[src/rtl/axi_pkg.sv]
// AXI4 field types shared by the channel structs and the responder.
// No ports: types only.
package axi_pkg;

  typedef logic [3:0]  id_t;
  typedef logic [63:0] addr_t;
  typedef logic [7:0]  len_t;
  typedef logic [2:0]  size_t;
  typedef logic [1:0]  burst_t;
  typedef logic [1:0]  resp_t;
  typedef logic [63:0] data_t;
  typedef logic [7:0]  strb_t;

endpackage

[src/rtl/sy_axi.sv]
// AXI4 channel bundles of the core's 64-bit master port.
// req_t carries AW/W/AR plus b_ready/r_ready; resp_t carries the readies plus B/R.
package sy_axi;

  typedef struct packed {
    axi_pkg::id_t    id;
    axi_pkg::addr_t  addr;
    axi_pkg::len_t   len;
    axi_pkg::size_t  size;
    axi_pkg::burst_t burst;
  } ax_chan_t;

  typedef ax_chan_t aw_chan_t;
  typedef ax_chan_t ar_chan_t;

  typedef struct packed {
    axi_pkg::data_t data;
    axi_pkg::strb_t strb;
    logic           last;
  } w_chan_t;

  typedef struct packed {
    axi_pkg::id_t   id;
    axi_pkg::resp_t resp;
  } b_chan_t;

  typedef struct packed {
    axi_pkg::id_t   id;
    axi_pkg::data_t data;
    axi_pkg::resp_t resp;
    logic           last;
  } r_chan_t;

  typedef struct packed {
    aw_chan_t aw;
    logic     aw_valid;
    w_chan_t  w;
    logic     w_valid;
    logic     b_ready;
    ar_chan_t ar;
    logic     ar_valid;
    logic     r_ready;
  } req_t;

  typedef struct packed {
    logic    aw_ready;
    logic    ar_ready;
    logic    w_ready;
    logic    b_valid;
    b_chan_t b;
    logic    r_valid;
    r_chan_t r;
  } resp_t;

endpackage

[src/rtl/sy_axi_slv_pkg.sv]
// Constants and FSM state type for the AXI SRAM responder.
// No ports.
package sy_axi_slv_pkg;

  typedef enum logic [2:0] {
    StIdle,
    StRdIssue,
    StRdWait,
    StRdData,
    StWrData,
    StWrResp
  } slv_state_e;

  localparam axi_pkg::resp_t RESP_OKAY   = 2'b00;
  localparam axi_pkg::resp_t RESP_SLVERR = 2'b10;
  localparam axi_pkg::resp_t RESP_DECERR = 2'b11;

  localparam axi_pkg::burst_t BURST_FIXED = 2'b00;
  localparam axi_pkg::burst_t BURST_INCR  = 2'b01;
  localparam axi_pkg::burst_t BURST_WRAP  = 2'b10;

endpackage

[src/rtl/sy_axi_burst_addr.sv]
// Combinational AXI burst address step.
// Ports:
//   addr_i      current byte address
//   len_i       burst length - 1
//   size_i      log2 of bytes per beat
//   burst_i     FIXED / INCR / WRAP
//   next_addr_o byte address of the following beat
//   bad_o       burst attributes are unsupported (size > 3, reserved type, bad wrap length)
module sy_axi_burst_addr
  import sy_axi_slv_pkg::*;
(
  input  axi_pkg::addr_t  addr_i,
  input  axi_pkg::len_t   len_i,
  input  axi_pkg::size_t  size_i,
  input  axi_pkg::burst_t burst_i,
  output axi_pkg::addr_t  next_addr_o,
  output logic            bad_o
);

  logic [63:0] step;
  logic [63:0] boundary;
  logic        wrap_len_ok;

  always_comb begin
    step        = 64'd1 << size_i;
    boundary    = ({56'd0, len_i} + 64'd1) << size_i;
    wrap_len_ok = (len_i == 8'd1) || (len_i == 8'd3) || (len_i == 8'd7) || (len_i == 8'd15);
    bad_o       = (size_i > 3'd3) || (burst_i == 2'b11) ||
                  ((burst_i == BURST_WRAP) && !wrap_len_ok);
    next_addr_o = addr_i;
    case (burst_i)
      BURST_INCR: next_addr_o = (addr_i & ~(step - 64'd1)) + step;
      // boundary is a power of two whenever the wrap length is legal
      BURST_WRAP: next_addr_o = (addr_i & ~(boundary - 64'd1)) +
                                ((addr_i + step) & (boundary - 64'd1));
      default:    next_addr_o = addr_i;
    endcase
  end

endmodule

[src/rtl/sy_axi_sram_slv.sv]
// AXI4 responder in front of a single-port, 1-cycle-latency, 64-bit SRAM.
// One transaction at a time; reads and writes arbitrate round-robin in idle.
// Optional macro SY_AXI_SLV_RANGE_CHK_EN: start addresses outside
// [BaseAddr, BaseAddr + 8*2^MemAddrWidth) get DECERR and never touch the SRAM.
// Without it upper address bits are ignored and the region aliases.
// Ports:
//   clk_i, rst_ni  clock, synchronous active-low reset
//   axi_req_i      AW/W/AR channels plus b_ready/r_ready
//   axi_resp_o     aw/w/ar readies plus B/R channels
//   mem_req_o      SRAM access strobe, mem_we_o 1 = write
//   mem_addr_o     SRAM word address
//   mem_wdata_o    write data, mem_be_o byte enables
//   mem_rdata_i    read data, valid the cycle after a read strobe
module sy_axi_sram_slv #(
  parameter int unsigned MemAddrWidth = 14,
  parameter logic [63:0] BaseAddr     = 64'h8000_0000
) (
  input  logic                    clk_i,
  input  logic                    rst_ni,
  input  sy_axi::req_t            axi_req_i,
  output sy_axi::resp_t           axi_resp_o,
  output logic                    mem_req_o,
  output logic                    mem_we_o,
  output logic [MemAddrWidth-1:0] mem_addr_o,
  output logic [63:0]             mem_wdata_o,
  output logic [7:0]              mem_be_o,
  input  logic [63:0]             mem_rdata_i
);

  import sy_axi_slv_pkg::*;

  slv_state_e st_q, st_d;

  logic            rdy_en_q;  // keeps the readies low until the first cycle out of reset
  logic            prio_q;    // 1: last grant went to the write channel
  axi_pkg::id_t    id_q;
  axi_pkg::addr_t  addr_q;
  axi_pkg::len_t   len_q, beat_q;
  axi_pkg::size_t  size_q;
  axi_pkg::burst_t burst_q;
  axi_pkg::resp_t  err_q;
  logic            last_err_q;
  axi_pkg::data_t  rdata_q;

  logic            grant_w, grant_r, aw_hs, ar_hs, w_hs, r_hs, b_hs, beat_last;
  axi_pkg::addr_t  ba_addr, next_addr;
  axi_pkg::len_t   ba_len;
  axi_pkg::size_t  ba_size;
  axi_pkg::burst_t ba_burst;
  logic            ba_bad, out_of_range;
  axi_pkg::resp_t  grant_err;

  assign grant_w   = axi_req_i.aw_valid && (!axi_req_i.ar_valid || !prio_q);
  assign grant_r   = axi_req_i.ar_valid && !grant_w;
  assign aw_hs     = rdy_en_q && (st_q == StIdle) && grant_w;
  assign ar_hs     = rdy_en_q && (st_q == StIdle) && grant_r;
  assign w_hs      = (st_q == StWrData) && axi_req_i.w_valid;
  assign r_hs      = (st_q == StRdData) && axi_req_i.r_ready;
  assign b_hs      = (st_q == StWrResp) && axi_req_i.b_ready;
  assign beat_last = (beat_q == len_q);

  // In idle the address unit checks the channel about to be granted; otherwise it steps the burst.
  always_comb begin
    ba_addr  = addr_q;
    ba_len   = len_q;
    ba_size  = size_q;
    ba_burst = burst_q;
    if (st_q == StIdle) begin
      if (grant_w) begin
        ba_addr  = axi_req_i.aw.addr;
        ba_len   = axi_req_i.aw.len;
        ba_size  = axi_req_i.aw.size;
        ba_burst = axi_req_i.aw.burst;
      end else begin
        ba_addr  = axi_req_i.ar.addr;
        ba_len   = axi_req_i.ar.len;
        ba_size  = axi_req_i.ar.size;
        ba_burst = axi_req_i.ar.burst;
      end
    end
  end

  sy_axi_burst_addr u_burst_addr (
    .addr_i      (ba_addr),
    .len_i       (ba_len),
    .size_i      (ba_size),
    .burst_i     (ba_burst),
    .next_addr_o (next_addr),
    .bad_o       (ba_bad)
  );

`ifdef SY_AXI_SLV_RANGE_CHK_EN
  localparam logic [63:0] RegionEnd = BaseAddr + (64'd8 << MemAddrWidth);
  assign out_of_range = (ba_addr < BaseAddr) || (ba_addr >= RegionEnd);
`else
  logic unused_base;
  assign unused_base  = ^BaseAddr;
  assign out_of_range = 1'b0;
`endif

  assign grant_err = out_of_range ? RESP_DECERR : (ba_bad ? RESP_SLVERR : RESP_OKAY);

  // State register
  always_ff @(posedge clk_i) begin
    if (!rst_ni) begin
      st_q <= StIdle;
    end else begin
      st_q <= st_d;
    end
  end

  // Next-state logic
  always_comb begin
    st_d = st_q;
    unique case (st_q)
      StIdle: begin
        if (aw_hs) begin
          st_d = StWrData;
        end else if (ar_hs) begin
          st_d = StRdIssue;
        end
      end
      StRdIssue: st_d = StRdWait;
      StRdWait:  st_d = StRdData;
      StRdData:  if (r_hs) st_d = beat_last ? StIdle : StRdIssue;
      StWrData:  if (w_hs && beat_last) st_d = StWrResp;
      StWrResp:  if (b_hs) st_d = StIdle;
      default:   st_d = StIdle;
    endcase
  end

  // Transaction context and beat bookkeeping
  always_ff @(posedge clk_i) begin
    if (!rst_ni) begin
      rdy_en_q   <= 1'b0;
      prio_q     <= 1'b0;
      id_q       <= '0;
      addr_q     <= '0;
      len_q      <= '0;
      size_q     <= '0;
      burst_q    <= '0;
      err_q      <= RESP_OKAY;
      last_err_q <= 1'b0;
      beat_q     <= '0;
      rdata_q    <= '0;
    end else begin
      rdy_en_q <= 1'b1;
      if (aw_hs || ar_hs) begin
        prio_q     <= aw_hs;
        id_q       <= aw_hs ? axi_req_i.aw.id : axi_req_i.ar.id;
        addr_q     <= ba_addr;
        len_q      <= ba_len;
        size_q     <= ba_size;
        burst_q    <= ba_burst;
        err_q      <= grant_err;
        last_err_q <= 1'b0;
        beat_q     <= '0;
        rdata_q    <= '0;
      end
      if (st_q == StRdWait) begin
        rdata_q <= (err_q == RESP_OKAY) ? mem_rdata_i : '0;
      end
      if (r_hs && !beat_last) begin
        addr_q <= next_addr;
        beat_q <= beat_q + 8'd1;
      end
      if (w_hs) begin
        if (axi_req_i.w.last != beat_last) begin
          last_err_q <= 1'b1;
        end
        if (!beat_last) begin
          addr_q <= next_addr;
          beat_q <= beat_q + 8'd1;
        end
      end
    end
  end

  // Outputs
  always_comb begin
    axi_resp_o  = '0;
    mem_req_o   = 1'b0;
    mem_we_o    = 1'b0;
    mem_addr_o  = '0;
    mem_wdata_o = '0;
    mem_be_o    = '0;
    unique case (st_q)
      StIdle: begin
        axi_resp_o.aw_ready = rdy_en_q && grant_w;
        axi_resp_o.ar_ready = rdy_en_q && grant_r;
      end
      StRdIssue: begin
        mem_req_o  = (err_q == RESP_OKAY);
        mem_addr_o = addr_q[MemAddrWidth+2:3];
      end
      StRdData: begin
        axi_resp_o.r_valid = 1'b1;
        axi_resp_o.r.id    = id_q;
        axi_resp_o.r.data  = rdata_q;
        axi_resp_o.r.resp  = err_q;
        axi_resp_o.r.last  = beat_last;
      end
      StWrData: begin
        axi_resp_o.w_ready = 1'b1;
        // Write strobe follows the W handshake in the same cycle.
        if (axi_req_i.w_valid && (err_q == RESP_OKAY)) begin
          mem_req_o   = 1'b1;
          mem_we_o    = 1'b1;
          mem_addr_o  = addr_q[MemAddrWidth+2:3];
          mem_wdata_o = axi_req_i.w.data;
          mem_be_o    = axi_req_i.w.strb;
        end
      end
      StWrResp: begin
        axi_resp_o.b_valid = 1'b1;
        axi_resp_o.b.id    = id_q;
        axi_resp_o.b.resp  = (err_q != RESP_OKAY) ? err_q :
                             (last_err_q ? RESP_SLVERR : RESP_OKAY);
      end
      default: ;
    endcase
  end

endmodule

[config.mk]
export PLATFORM = sky130hd
export DESIGN_NAME = sy_axi_sram_slv
export DESIGN_NICKNAME = d
export VERILOG_FILES = /design/src/rtl/axi_pkg.sv /design/src/rtl/sy_axi.sv /design/src/rtl/sy_axi_slv_pkg.sv /design/src/rtl/sy_axi_burst_addr.sv /design/src/rtl/sy_axi_sram_slv.sv
export SDC_FILE = /design/constraint.sdc
export NUM_CORES = 1
export LEC_CHECK = 0
export CAP_MARGIN = 20
export CORE_AREA = 2 2 183 185
export DETAILED_ROUTE_END_ITERATION = 8
export DIE_AREA = 0 0 185 187
export GPL_TIMING_DRIVEN = 0
export PLACE_DENSITY = 0.71
export SLEW_MARGIN = 10
export SYNTH_ARGS = -nofsm -noshare
export SYNTH_HDL_FRONTEND = slang
export SYNTH_SLANG_ARGS = --single-unit
[constraint.sdc]
create_clock -name clk_i -period 8.5 [get_ports clk_i]
set_input_delay 1.7 -clock clk_i [delete_from_list [all_inputs] [get_ports clk_i]]
set_output_delay 1.7 -clock clk_i [all_outputs]
set_load 0.01 [all_outputs]
==> flow_metrics.env <==
export IMPL_placed_cells_incl_taps=2104
export IMPL_worstSetupStartpointType="input pin"
export IMPL_combPwrFrac_pct=57.4
export IMPL_p_clk_share_pct=23.6
export IMPL_nets=2008
export IMPL_timing_worst_setup_path_type="in2reg"
export IMPL_layout_area_overhead_vs_synth_pct=52.96
export IMPL_drcViolationCount=0
export IMPL_cts_hold_fix_buffers=0
export IMPL_synth_lib_cells_used_distinct=91
export IMPL_post_route_min_period_ns=7.914
export IMPL_firstDrtPassIters=5
export IMPL_finalMaxSlewViolations=0
export IMPL_synth_yosys_warnings=0
export IMPL_crit_slowest_cell="sky130_fd_sc_hd__a2111oi_1"
export IMPL_synthCells=1274
export IMPL_setup_violating_endpoint_count_in_the_final_report=0
export IMPL_grt_util_all_layers_pct=24.27
export IMPL_worst_slack_placed_ns=-0.3473
export IMPL_cts_htree_levels=4
export IMPL_die_area_mm2=0.03460
export IMPL_worstSkewPairLatency_ns=0.42
export IMPL_ir_drop_uv=125.9
export IMPL_hold_path_class="reg2reg"
export IMPL_number_of_maximum_capacitance_constraint_violations=0
export IMPL_final_min_period_over_clock_period_pct=93.11
export IMPL_num_vias=11210
export IMPL_clk_pin_slew_worst_paths_ns=0.06
export IMPL_result_of_the_run="complete, no violations"
export IMPL_netlist_area_mm2=0.009445
export IMPL_clock_sinks=113
export IMPL_power_frac_seq_pct=19.0
export IMPL_max_slew_margin_pct=28.53
export IMPL_maxClockFrequency_mhz=126.4
export IMPL_grt_pass1_vias=11030
export IMPL_cellLeakagePower_nw=5.478
export IMPL_setup_ws_ns=0.5859
export IMPL_fraction_of_final_layout_cells_with_drive_strength_greater_than_1_pct=5.983
export IMPL_timing_clock_skew_ns=0.01293
export IMPL_fill_cells=3323
export IMPL_tritoncts_clock_tree="done"
export IMPL_cts_max_path_buffers=2
export IMPL_post_cts_setup_buffer_count=0
export IMPL_worstPathRequired_ns=8.84
export IMPL_initial_utilization_pct=28.74
export IMPL_area_of_the_core_mm2=0.03286
export IMPL_cp_common_cell="sky130_fd_sc_hd__nand2_1"
export IMPL_critical_path_max_stage_delay_ns=0.65
export IMPL_avgSynthCellArea_um2=7.414
export IMPL_synth_yosys_seq_area_share_pct=23.95
export IMPL_timing_critical_path_max_delay_family="compound AO/OA/AOI/OAI gates"
export IMPL_top_level_ports=476
export IMPL_setup_worst_path_end_class="flip-flop"
export IMPL_number_of_buffer_cells_added_on_primary_ports=379
export IMPL_route_final_wire_length_um=42830
export IMPL_drt_iter0_markers=909
export IMPL_placementRows=67
export IMPL_chipHeight_um=187
export IMPL_grt_overflow_total=0
export IMPL_power_share_switching_pct=45.40
export IMPL_grt_antenna_before_repair=1
export IMPL_wl_per_cell_um=20.04
export IMPL_slew_worst_pin_ns=1.072
export IMPL_asyncSetResetFlopFracSynth_pct=0
export IMPL_cts_root_buf="sky130_fd_sc_hd__clkbuf_16"
export IMPL_internal_power_mw=1.766
export IMPL_grt_pass1_wl_um=65380
export IMPL_critPathMaxFanout=10
export IMPL_synth_enable_flop_cells=0
export IMPL_timing_hold_violations_final=0
export IMPL_routabilityCongestion=0.9814
export IMPL_post_synthesis_register_bit_count=113
export IMPL_cts_resized_gates=0
export IMPL_drtAntennaViolNets=0
export IMPL_synth_flop_cell="sky130_fd_sc_hd__dfxtp_1"
export IMPL_detailedPlacementHpwl_um=34400
export IMPL_crit_arrival_ns=8.25
export IMPL_timing_critical_path_buf_inv=3
export IMPL_grt_start_max_net_pins=17
export IMPL_worstPathCellList="clkdlybuf4s50_1 -> a21boi_4 -> buf_4 -> clkbuf_1 -> nand2_1 -> a31oi_1 -> ha_1 -> o21ai_0 -> a31o_1 -> o21ai_1 -> nand2_1 -> a2111oi_1 -> a211oi_1 -> a21oi_1 -> and4_1 -> nand2_1 -> a32oi_1 -> and2_1 -> ha_1 -> and2_1 -> a41oi_2 -> xnor2_1 -> nand2_1 -> a31oi_1"
export IMPL_final_cells=2137
export IMPL_ratio_of_routed_vias_to_standard_cells=5.246
export IMPL_power_switching_mw=1.468
export IMPL_cts_inserted_buffers=17
export IMPL_power_per_cell_area_mw_per_mm2=223.8
export IMPL_most_used_cells_in_the_layout_excluding_fill_and_tap_cells="379 x sky130_fd_sc_hd__clkdlybuf4s50_1, 171 x sky130_fd_sc_hd__and2_1, 149 x sky130_fd_sc_hd__nand2_1"
export IMPL_grt_setup_unrepaired="false"
export IMPL_fp_dieW_um=185
export IMPL_mostFrequentLayoutCell="sky130_fd_sc_hd__clkdlybuf4s50_1"
## worst paths after layout
kind | startpoint | endpoint | slack [ns] | cells past startpoint
worst max register to register | st_q[1] | addr_q[15] | 0.72 | 28
worst max-delay path | axi_req_i[1] | addr_q[15] | 0.59 | 24
worst min-delay path | burst_q[1] | burst_q[1] | 0.47 | 2
worst min register to register | burst_q[1] | burst_q[1] | 0.47 | 2
## registers in the layout, indices dropped and copies added, names as in the netlist
| register | count |
|---|---|
| addr_q | 17 |
| rdy_en_q | 1 |
| len_q | 8 |
| beat_q | 8 |
| rdata_q | 64 |
| prio_q | 1 |
| id_q | 4 |
| st_q | 3 |
| burst_q | 2 |
| err_q | 1 |
| size_q | 3 |
| last_err_q | 1 |
## synth_stat cells (5+ instances only)
master | n | area share (%)
sky130_fd_sc_hd__mux2i_1 | 18 | 1.9
sky130_fd_sc_hd__buf_6 | 5 | 0.60
sky130_fd_sc_hd__a21oi_1 | 57 | 3.0
sky130_fd_sc_hd__nand2b_1 | 7 | 0.46
sky130_fd_sc_hd__nor3_1 | 23 | 1.2
sky130_fd_sc_hd__inv_1 | 27 | 1.1
sky130_fd_sc_hd__xnor2_1 | 30 | 2.8
sky130_fd_sc_hd__ha_1 | 26 | 3.4
sky130_fd_sc_hd__and3_1 | 6 | 0.40
sky130_fd_sc_hd__o21ai_0 | 41 | 2.2
sky130_fd_sc_hd__a221oi_1 | 11 | 1.0
sky130_fd_sc_hd__o211ai_1 | 6 | 0.48
sky130_fd_sc_hd__a211oi_1 | 12 | 0.95
sky130_fd_sc_hd__buf_4 | 6 | 0.48
sky130_fd_sc_hd__a21o_1 | 20 | 1.6
sky130_fd_sc_hd__a311oi_1 | 6 | 0.56
sky130_fd_sc_hd__nand2_1 | 149 | 5.9
sky130_fd_sc_hd__o21ai_1 | 6 | 0.32
sky130_fd_sc_hd__o221ai_1 | 10 | 0.93
sky130_fd_sc_hd__nor4_1 | 7 | 0.46
sky130_fd_sc_hd__a221o_1 | 5 | 0.53
sky130_fd_sc_hd__a31oi_1 | 23 | 1.5
sky130_fd_sc_hd__nor2_1 | 102 | 4.1
sky130_fd_sc_hd__a32oi_1 | 7 | 0.65
sky130_fd_sc_hd__a22oi_1 | 67 | 5.3
sky130_fd_sc_hd__nand3_1 | 31 | 1.6
sky130_fd_sc_hd__clkbuf_1 | 63 | 2.5
sky130_fd_sc_hd__buf_2 | 12 | 0.64
sky130_fd_sc_hd__nor2b_1 | 67 | 4.4
sky130_fd_sc_hd__nand4_1 | 7 | 0.46
sky130_fd_sc_hd__xor2_1 | 22 | 2.0
sky130_fd_sc_hd__and2_1 | 171 | 11
sky130_fd_sc_hd__dfxtp_1 | 113 | 24
sky130_fd_sc_hd__a21boi_0 | 11 | 0.87
sky130_fd_sc_hd__a21oi_2 | 11 | 1.0
## power groups by stage
stage	clock (mW)	sequential [mW]	combinational, mW
2_1_floorplan	0	0.607	1.24
3_3_place_gp	0	0.624	1.79
3_5_place_dp	0	0.624	1.79
4_1_cts	0.770	0.614	1.80
5_1_grt	0.792	0.619	2.00
6_report	0.762	0.615	1.86
## cell families after synthesis
family | count (synthesis) | synth area share (%)
and+or+nand+nor | 601 | 33.29
muxes | 20 | 2.146
DFF | 113 | 23.95
buffers and inverters | 118 | 5.484
adders and majority gates | 27 | 3.656
other | 1 | 0.03970
xor gates and xnor gates | 54 | 5.285
AOI/OAI and AO/OA | 340 | 26.15
## per-stage QoR
step | hold WS, ns | total power, mW | utilization (%) | setup TNS (ns) | instance area (µm²)
floorplan | 0.4435 | 1.848 | - | 0 | 9453
global placement | 0.4598 | 2.414 | 42.02 | -0.5917 | 13810
detailed placement | 0.4604 | 2.415 | 42.06 | -0.7948 | 13820
CTS | 0.4694 | 3.188 | 43.94 | 0 | 14440
global route | 0.4972 | 3.412 | 43.97 | 0 | 14450
finish | 0.4707 | 3.234 | 43.97 | 0 | 14450
## final cells by class
type	count	area (µm²)	share of cell area, %
Multi-Input combinational cell	1045	6680	46.24
Timing Repair Buffer	381	3809	26.36
Sequential cell	113	2262	15.66
Tap cell	448	560.5	3.880
Clock buffer	19	432.9	2.996
Buffer	88	405.4	2.806
Clock inverter	13	186.4	1.290
Inverter	29	108.9	0.7534
Antenna cell	1	2.502	0.01732
## layer usage
metal  global-route usage [%]  up-vias  part of all wire, %
met1                    30.92     5290                   42
met4                    8.822        0                  3.1
met2                    39.51      547                   46
li1                         -     5303                    -
met3                    6.016       71                  8.8
met5                        0        -                    0
## tightest hold or removal path, cell delays in order, from the launching register on
cell and delay, ns:
sky130_fd_sc_hd__dfxtp_1 0.31, sky130_fd_sc_hd__nand2_1 0.05, sky130_fd_sc_hd__a21boi_0 0.06
Note: power is estimated with default switching activity, not from simulation.
